### config.mk
export PLATFORM = sky130hd
export DESIGN_NAME = pipe_position_ctrl
export DESIGN_NICKNAME = d
export VERILOG_FILES = /design/src/rtl/pipe_game_pkg.sv /design/src/rtl/pipe_gap_lfsr.sv /design/src/rtl/pipe_position_ctrl.sv
export SDC_FILE = /design/constraint.sdc
export NUM_CORES = 1
export LEC_CHECK = 0
export BUFFER_PORTS_ARGS = -buffer_cell sky130_fd_sc_hd__buf_2
export CORE_ASPECT_RATIO = 1.1
export CORE_UTILIZATION = 51
export DETAILED_ROUTE_END_ITERATION = 8
export PLACE_DENSITY = 0.87
export SYNTH_ARGS = -nofsm -noshare
export SYNTH_HDL_FRONTEND = slang
export SYNTH_SLANG_ARGS = --single-unit
### constraint.sdc
create_clock -name clk -period 2.95 [get_ports clk]
set_input_delay 0.1475 -clock clk [delete_from_list [all_inputs] [get_ports clk]]
set_output_delay 0.1475 -clock clk [all_outputs]
set_load 0.01 [all_outputs]
### src/rtl/pipe_game_pkg.sv
// Shared definitions for the pipe game: FSM state encoding, screen and
// sprite geometry, and the bird vertical bounds used for floor/ceiling loss.
package pipe_game_pkg;

  typedef enum logic [1:0] {
    IDLE = 2'd0,
    PLAY = 2'd1,
    OVER = 2'd2
  } game_state_t;

  localparam int unsigned SCREEN_W = 640;
  localparam int unsigned SCREEN_H = 480;
  localparam int unsigned PIPE_W   = 50;
  localparam int unsigned BIRD_W   = 20;
  localparam int unsigned BIRD_H   = 20;
  localparam int unsigned BIRD_X   = 100;

  // Bird top edge must stay within [BIRD_Y_MIN, BIRD_Y_MAX] to keep playing.
  localparam logic [9:0] BIRD_Y_MIN = 10'd4;
  localparam logic [9:0] BIRD_Y_MAX = 10'd460;

  // True when the bird has touched the ceiling or the floor.
  function automatic logic bird_out_of_bounds(input logic [9:0] y);
    return (y < BIRD_Y_MIN) || (y > BIRD_Y_MAX);
  endfunction

endpackage

### src/rtl/pipe_gap_lfsr.sv
// Random gap source: 8-bit Fibonacci LFSR (x^8+x^6+x^5+x^4+1), seeded with
// 8'hA5, stepping every clock. The gap draw is GAP_TOP_MIN + lfsr, which
// keeps the top of the opening in GAP_TOP_MIN..GAP_TOP_MIN+255.
// Only instantiated when RANDOM_GAP_EN is defined.
module pipe_gap_lfsr #(
  parameter int unsigned GAP_TOP_MIN = 40
) (
  input  logic       clk,
  input  logic       reset,
  output logic [9:0] gap_top
);

  localparam logic [7:0] SEED      = 8'hA5;
  localparam logic [9:0] GAP_MIN_V = 10'(GAP_TOP_MIN);

  logic [7:0] lfsr;
  logic       feedback;

  // Feedback taps for x^8+x^6+x^5+x^4+1 on a left-shifting register.
  always_comb begin
    feedback = lfsr[7] ^ lfsr[5] ^ lfsr[4] ^ lfsr[3];
  end

  // Free-running LFSR; reseeded on reset so the gap sequence is repeatable.
  always_ff @(posedge clk or posedge reset) begin
    if (reset) begin
      lfsr <= SEED;
    end else begin
      lfsr <= {lfsr[6:0], feedback};
    end
  end

  // Candidate gap top offered to the controller on every pipe wrap.
  always_comb begin
    gap_top = GAP_MIN_V + {2'b00, lfsr};
  end

endmodule

### src/rtl/pipe_position_ctrl.sv
// Game-flow controller: IDLE/PLAY/OVER FSM plus position and gap of the
// single scrolling pipe. All outputs are registered.
// Optional feature macro: RANDOM_GAP_EN (random gap reload on pipe wrap);
// without it the gap stays at GAP_TOP_INIT.
module pipe_position_ctrl
  import pipe_game_pkg::*;
#(
  parameter int unsigned SCREEN_W     = pipe_game_pkg::SCREEN_W,
  parameter int unsigned PIPE_SPEED   = 4,
  parameter int unsigned GAP          = 120,
  parameter int unsigned GAP_TOP_INIT = 200
`ifdef RANDOM_GAP_EN
  ,
  parameter int unsigned GAP_TOP_MIN  = 40
`endif
) (
  input  logic       clk,
  input  logic       reset,
  input  logic       start_button,
  input  logic [9:0] bird_y,
  input  logic       collided,
  input  logic       enable,
  output logic [9:0] pipe_x,
  output logic [9:0] pipe_y_top,
  output logic [9:0] pipe_y_bot,
  output logic       led1,
  output logic       led2,
  output logic       led3,
  output logic [1:0] state
);

  localparam logic [9:0] SCREEN_X   = 10'(SCREEN_W);
  localparam logic [9:0] SPEED_V    = 10'(PIPE_SPEED);
  localparam logic [9:0] GAP_V      = 10'(GAP);
  localparam logic [9:0] GAP_INIT_V = 10'(GAP_TOP_INIT);

  logic [1:0] state_nxt;
  logic [9:0] pipe_x_nxt;
  logic [9:0] pipe_y_top_nxt;
  logic [9:0] pipe_y_bot_nxt;
  logic       led1_nxt;
  logic       led2_nxt;
  logic       led3_nxt;
  logic       loss;
  logic [9:0] gap_draw;

`ifdef RANDOM_GAP_EN
  pipe_gap_lfsr #(
    .GAP_TOP_MIN (GAP_TOP_MIN)
  ) u_gap_lfsr (
    .clk     (clk),
    .reset   (reset),
    .gap_top (gap_draw)
  );
`else
  // Fixed gap: every wrap reloads the initial opening.
  always_comb begin
    gap_draw = GAP_INIT_V;
  end
`endif

  // Loss: overlap reported by the collision checker, or ceiling/floor hit.
  always_comb begin
    loss = collided || bird_out_of_bounds(bird_y);
  end

  // State register.
  always_ff @(posedge clk or posedge reset) begin
    if (reset) begin
      state <= IDLE;
    end else begin
      state <= state_nxt;
    end
  end

  // Next-state logic; start is ignored while playing, encoding 3 recovers to IDLE.
  always_comb begin
    state_nxt = state;
    case (state)
      IDLE: begin
        if (start_button) begin
          state_nxt = PLAY;
        end else begin
          state_nxt = IDLE;
        end
      end
      PLAY: begin
        if (loss) begin
          state_nxt = OVER;
        end else begin
          state_nxt = PLAY;
        end
      end
      OVER: begin
        if (start_button) begin
          state_nxt = IDLE;
        end else begin
          state_nxt = OVER;
        end
      end
      default: state_nxt = IDLE;
    endcase
  end

  // Output decode: pipe motion and LED values for the upcoming state.
  always_comb begin
    pipe_x_nxt     = pipe_x;
    pipe_y_top_nxt = pipe_y_top;
    case (state)
      IDLE: begin
        pipe_x_nxt     = SCREEN_X;
        pipe_y_top_nxt = GAP_INIT_V;
      end
      PLAY: begin
        // A losing cycle freezes the pipe, even if it would have wrapped.
        if (!loss && enable) begin
          if (pipe_x > SPEED_V) begin
            pipe_x_nxt = pipe_x - SPEED_V;
          end else begin
            pipe_x_nxt     = SCREEN_X;
            pipe_y_top_nxt = gap_draw;
          end
        end else begin
          pipe_x_nxt     = pipe_x;
          pipe_y_top_nxt = pipe_y_top;
        end
      end
      OVER: begin
        if (start_button) begin
          pipe_x_nxt     = SCREEN_X;
          pipe_y_top_nxt = GAP_INIT_V;
        end else begin
          pipe_x_nxt     = pipe_x;
          pipe_y_top_nxt = pipe_y_top;
        end
      end
      default: begin
        pipe_x_nxt     = SCREEN_X;
        pipe_y_top_nxt = GAP_INIT_V;
      end
    endcase
    pipe_y_bot_nxt = pipe_y_top_nxt + GAP_V;
    led1_nxt       = (state_nxt == IDLE);
    led2_nxt       = (state_nxt == PLAY);
    led3_nxt       = (state_nxt == OVER);
  end

  // Output registers for pipe geometry and LEDs.
  always_ff @(posedge clk or posedge reset) begin
    if (reset) begin
      pipe_x     <= SCREEN_X;
      pipe_y_top <= GAP_INIT_V;
      pipe_y_bot <= GAP_INIT_V + GAP_V;
      led1       <= 1'b1;
      led2       <= 1'b0;
      led3       <= 1'b0;
    end else begin
      pipe_x     <= pipe_x_nxt;
      pipe_y_top <= pipe_y_top_nxt;
      pipe_y_bot <= pipe_y_bot_nxt;
      led1       <= led1_nxt;
      led2       <= led2_nxt;
      led3       <= led3_nxt;
    end
  end

endmodule

Yosys cells after proc, flatten, opt, wreduce, memory -nomap -nowiden. Index checks and enable logic that the tools add are counted.

Flip-flop bits (word level): 35. Input port bits: 15. Output and inout bits: 35. Logic and storage cells: 37.

$add $sub $neg: 2. Magnitude comparators: 3. Equality and inequality tests: 6. Multiplexer cells: 12. Reduce and logical (&&, ||, !) cells: 7.

Operators with widths (number): $mux 10 (6); $pmux 10 s2 (2); $add 10x7->10 const B (1); $gt 10x3->1 const B (1); $gt 10x9->1 const B (1); $lt 10x3->1 const B (1); $sub 10x3->10 const B (1); $pmux 2 s3 (1); $eq 2x1->1 const B (2); $eq 2x2->1 const B (2); $logic_not 2->1 (2); $mux 2 (2); $ne 2x2->1 const B (2); $logic_or 1x1->1 (2); $reduce_and 2->1 (1); $logic_and 1x1->1 (1); $logic_not 1->1 (1); $mux 1 (1).

Longest topological paths before layout.
Word-level depth: 8. Depth in mapped cells: 12. Depth with buffers taken out: 12.

Worst setup path before layout. Ideal clock, no wire load.

Kind: register -> register. Start: register pipe_x[2]. End: register pipe_y_bot[9]. Setup time: 0.120 ns. Data arrival time: 2.450 ns. Required time: 2.830 ns. Slack: 0.380 ns. Cell stages (with the launch flop): 13. Path buffers: 1. Period minus slack after synthesis: 2.570 ns. Cells stage by stage: dfrtp_1 > inv_1 > ha_1 > or2_2 > nand4_1 > o31a_1 > clkbuf_1 > nand2_1 > ha_1 > nand4b_1 > a21oi_1 > a211oi_1 > and3b_1.

Longest elaborated chain between the ends: 5.

RTL lines: start, declared (RTL line pipe_position_ctrl.sv:23) `output logic [9:0] pipe_x,`; start signal, assigned (RTL line pipe_position_ctrl.sv:158) `pipe_x <= pipe_x_nxt;`; $gt 10x3->1 (RTL line pipe_position_ctrl.sv:117) `if (pipe_x > SPEED_V) begin`; $mux 10 (RTL line pipe_position_ctrl.sv:117); $mux 10 (RTL line pipe_position_ctrl.sv:116) `if (!loss && enable) begin`; $pmux 10 s2 (RTL line pipe_position_ctrl.sv:109) `case (state)`; $add 10x7->10 (RTL line pipe_position_ctrl.sv:142) `pipe_y_bot_nxt = pipe_y_top_nxt + GAP_V;`; via pipe_y_bot_nxt[9] (RTL line pipe_position_ctrl.sv:40) `logic [9:0] pipe_y_bot_nxt;`; end signal, assigned (RTL line pipe_position_ctrl.sv:153) `pipe_y_bot <= GAP_INIT_V + GAP_V;`; end signal, assigned (RTL line pipe_position_ctrl.sv:160) `pipe_y_bot <= pipe_y_bot_nxt;`; end, declared (RTL line pipe_position_ctrl.sv:25) `output logic [9:0] pipe_y_bot,`.

The timed path passes the listed nets, and every way through them passes these cells. A chain may end at the register's enable or synchronous reset.

Worst setup path in the final report.
Start: register pipe_x[2]. End: register pipe_y_bot[9].

Longest elaborated chain between the ends: 5.

RTL lines: $gt 10x3->1 (RTL line pipe_position_ctrl.sv:117); $mux 10 (RTL line pipe_position_ctrl.sv:117); $mux 10 (RTL line pipe_position_ctrl.sv:116); $pmux 10 s2 (RTL line pipe_position_ctrl.sv:109); via pipe_y_top_nxt[3] (RTL line pipe_position_ctrl.sv:39) `logic [9:0] pipe_y_top_nxt;`; $add 10x7->10 (RTL line pipe_position_ctrl.sv:142); via pipe_y_bot_nxt[9] (RTL line pipe_position_ctrl.sv:40).

The timed path passes the listed nets, and every way through them passes these cells.

==> impl_table.tex <==
\begin{tabular}{lr}
\hline
Metric & Value \\
\hline
\multicolumn{2}{l}{\textbf{Place}} \\
Placed standard-cell area & around 0.0019 mm² \\
HPWL reported at the end of detailed placement & 2.60 mm \\
GP Congestion & between 0.9 and 1 \\
Number of input and output port buffers inserted & 47 \\
\multicolumn{2}{l}{\textbf{Clock network}} \\
Number of buffers inserted during clock tree synthesis & 5 \\
Number of buffers inserted for hold repair after clock tree synthesis & 0 \\
Bufs on Longest Clock Path & 2 \\
Root buffer selected by CTS & clkbuf\_4 \\
Post-cts gate resize count & 0 \\
Clock input transition at the sequential cells of the worst setup and hold paths & 0.10 ns \\
Setup bufs post-CTS & 0 \\
Count of H-tree levels built during CTS & 2 \\
CTS tree & built \\
Number of sinks on the clock net & 30 \\
Clock latency at the later pin of the worst-skew pair & 0.34 ns \\
\multicolumn{2}{l}{\textbf{Detailed routing}} \\
Detailed-route vias per instance & between 5 and 6 \\
Antenna-violating nets left & 0 \\
Routed wire length per instance & around 14 µm \\
Iteration-0 DRC count of the detailed router & slightly above 60 \\
Vias after detailed routing & 1503 \\
Detailed-router iteration count before antenna repair & 4 \\
Total Routed Length & roughly 3.6 mm \\
Detailed-route DRC error count & 0 \\
\multicolumn{2}{l}{\textbf{Power and ir drop}} \\
Peak supply drop & 660 µV \\
Internal & roughly 0.0011 W \\
Leakage & around 1 nW \\
Proportion of power drawn by combinational gates & between 40\% and 50\% \\
Net Sw Power & around 0.00077 W \\
Switching share of power & 41.2\% \\
Power Dens Cells & approximately 950 mW/mm² \\
Clock network power share & between 15 and 20\% \\
Relative contribution of sequential cells to total power & around a third \\
\multicolumn{2}{l}{\textbf{Global routing}} \\
Initial antenna violation count & 0 \\
Pin count of the biggest net entering global routing & 31 \\
Remaining global-route overflow & 0 \\
Number of global-route vias before repair & roughly 1300 \\
Total track usage & between 20 and 25\% \\
First-pass GRT wire length & about 5.9 mm \\
\multicolumn{2}{l}{\textbf{Cells and area}} \\
Area used by sequential logic in the layout & around 760 µm² \\
Relative area change from synthesis to final layout & 18.9\% \\
Count of filler cells inserted in the layout & 261 \\
Antenna fix cells & 0 \\
Summed area of non-filler cells in the final layout & about 0.002 mm² \\
Fraction of final layout cells sized beyond drive strength 1 & a little under a third \\
Area of combinational cells with multiple inputs & $\sim$800 µm² \\
Final layout net count & $\sim$240 \\
\multicolumn{2}{l}{\textbf{Setup path}} \\
WP data required & $\sim$3.2 ns \\
Crit path max fanout & 7 \\
Data arrival, critical path & approximately 2.9 ns \\
Type of the worst setup path & flop to flop \\
CP endpoint kind & flop \\
Sort of element at the start of the critical path & flop \\
\multicolumn{2}{l}{\textbf{STA}} \\
Max-slew headroom & between 20\% and 30\% \\
RSZ-0062 raised after global routing & false \\
Count of pins over their slew limit & 0 \\
Fraction of the cycle the final worst path needs & 90.0\% \\
TNS Setup & 0 ns \\
Slew at the pin closest to its max-slew limit & approximately 1.1 ns \\
Final Hold Fails & 0 \\
Worst Clk Skew & between 0.01 and 0.015 ns \\
Period minus WS final & around 2.7 ns \\
Max Clk Rate & 0.377 GHz \\
Setup-failing EPs final & 0 \\
\multicolumn{2}{l}{\textbf{Run}} \\
Count of max-cap constraint violations & 0 \\
\multicolumn{2}{l}{\textbf{Die}} \\
Core Area & about 0.003 mm² \\
I/O pin count & 50 \\
Vert. Die Dim & between 60 and 70 µm \\
Floorplan row count & 21 \\
Die width & $\sim$56 µm \\
Die area & 0.00349 mm² \\
Starting Density & 54.1\% \\
\multicolumn{2}{l}{\textbf{Synth}} \\
Total standard cell area after synthesis & about 0.0017 mm² \\
Yosys Warn Count & 0 \\
Share of the synthesized area in the top cell type & 33.1\% \\
Cell taking the most area after synthesis & dfrtp\_1 \\
Largest cells by area after synthesis & dfrtp\_1 (33\%), dfstp\_2 (13\%), ha\_1 (5.3\%) \\
Seq/Total Area, Yosys & between 40\% and 50\% \\
Main flop type after synthesis & dfrtp\_1 \\
Flops \& latches, synth & 30 \\
Avg Cell Area, Syn & 9.67 µm² \\
Number of distinct library cell variants in the gate-level netlist after synthesis & around 50 \\
Post-synth EDFFs & 0 \\
Asr flop ratio synth & 100\% \\
Instance count of the mapped netlist & roughly 170 \\
\multicolumn{2}{l}{\textbf{Run status}} \\
Status & finished, final reports clean \\
\multicolumn{2}{l}{\textbf{Hold path}} \\
Path type of the worst min-delay path & primary input to async pin \\
\hline
\end{tabular}
==> critical path, cell delays in order, from the launching register on <==
cell,delay [ns]
dfrtp_1,0.46
inv_1,0.07
ha_1,0.27
or2_2,0.37
nand4_1,0.12
o31a_1,0.25
nand3_1,0.13
inv_1,0.10
ha_1,0.20
nand4b_1,0.12
a31oi_1,0.19
o211ai_1,0.10
and3b_1,0.18
==> metrics by stage <==
step	util, %	std cells	total power, W	hold slack, ns	setup WS (ns)
floorplan	-	173	0.00130	0.232	0.380
global placement	61.9	248	0.00155	0.470	0.453
detailed placement	61.9	248	0.00156	0.473	0.334
CTS	64.3	256	0.00189	0.109	0.305
global route	64.3	256	0.00203	0.164	0.0348
finish	64.3	256	0.00188	0.0748	0.296
==> cell usage in the layout (no fill, tap or decap), types with 5 or more instances in the layout <==
master,instances
clkbuf_4,5
a21oi_1,12
inv_1,12
ha_1,7
and2_1,7
dfrtp_1,22
o21ai_0,10
dfstp_2,8
nand2_1,12
nor2_1,13
buf_2,47
==> cell type report <==
type / instances / share of cell area (%)
inverters: 12 / 2.28
well taps: 34 / 2.15
clock inverters: 1 / 1.52
repair buffers: 49 / 12.7
flip-flops and latches: 30 / 38.5
multi-input cells: 123 / 40.6
clock buffers: 7 / 2.28
==> per-layer routing <==
layer,routed length (µm),global-route usage [%],part of all wire [%],vias up
met2,1800,39.2,50,53
met5,0,0,0,-
met1,1490,26.0,41,718
li1,-,-,-,717
met3,201,6.83,5.6,15
met4,121,11.5,3.3,0
==> power groups by stage <==
stage / clock (W) / sequential [W] / combinational, W
finish: 0.000317 / 0.000657 / 0.000907
global route: 0.000342 / 0.000673 / 0.00101
CTS: 0.000326 / 0.000657 / 0.000907
detailed placement: 0 / 0.000663 / 0.000901
global placement: 0 / 0.000657 / 0.000898
floorplan: 0 / 0.000711 / 0.000589
==> final timing paths <==
check / startpoint / to / slack [ns] / cells after the start
max: pipe_x[2] / pipe_y_bot[9] / 0.30 / 12
min: reset / pipe_x[2] / 0.07 / 2
max reg2reg: pipe_x[2] / pipe_y_bot[9] / 0.30 / 12
min reg2reg: pipe_y_bot[1] / pipe_y_bot[1] / 0.50 / 1
max in group asynchronous: reset / led3 / 2.20 / 2
min in group clk: start_button / pipe_y_top[3] / 0.13 / 3
==> synthesized netlist by cell type (all sizes together) (4+ instances only) <==
cell / instances
and2: 7
dfrtp: 22
nor2: 14
o31ai: 4
nand2: 12
o21ai: 10
buf: 7
dfstp: 8
nand4: 4
ha: 7
nor4: 4
a21o: 4
a21oi: 12
inv: 12
==> kinds of logic after synthesis <==
family | after synthesis | share of synthesized area, %
and+or+nand+nor | 62 | 21.3
AOI/OAI and AO/OA | 50 | 20.2
DFF | 30 | 45.7
buffers and inverters | 20 | 6.17
adders and majority gates | 7 | 5.27
other | 1 | 0.226
xor gates and xnor gates | 1 | 0.527
muxes | 1 | 0.602
==> registers in the layout, summed over array words and instances, names as in the netlist <==
name and count:
pipe_x 8, state 2, pipe_y_bot 10, led1 1, led3 1, led2 1
pipe_y_top 7
Power figures use the tool's default switching activity.
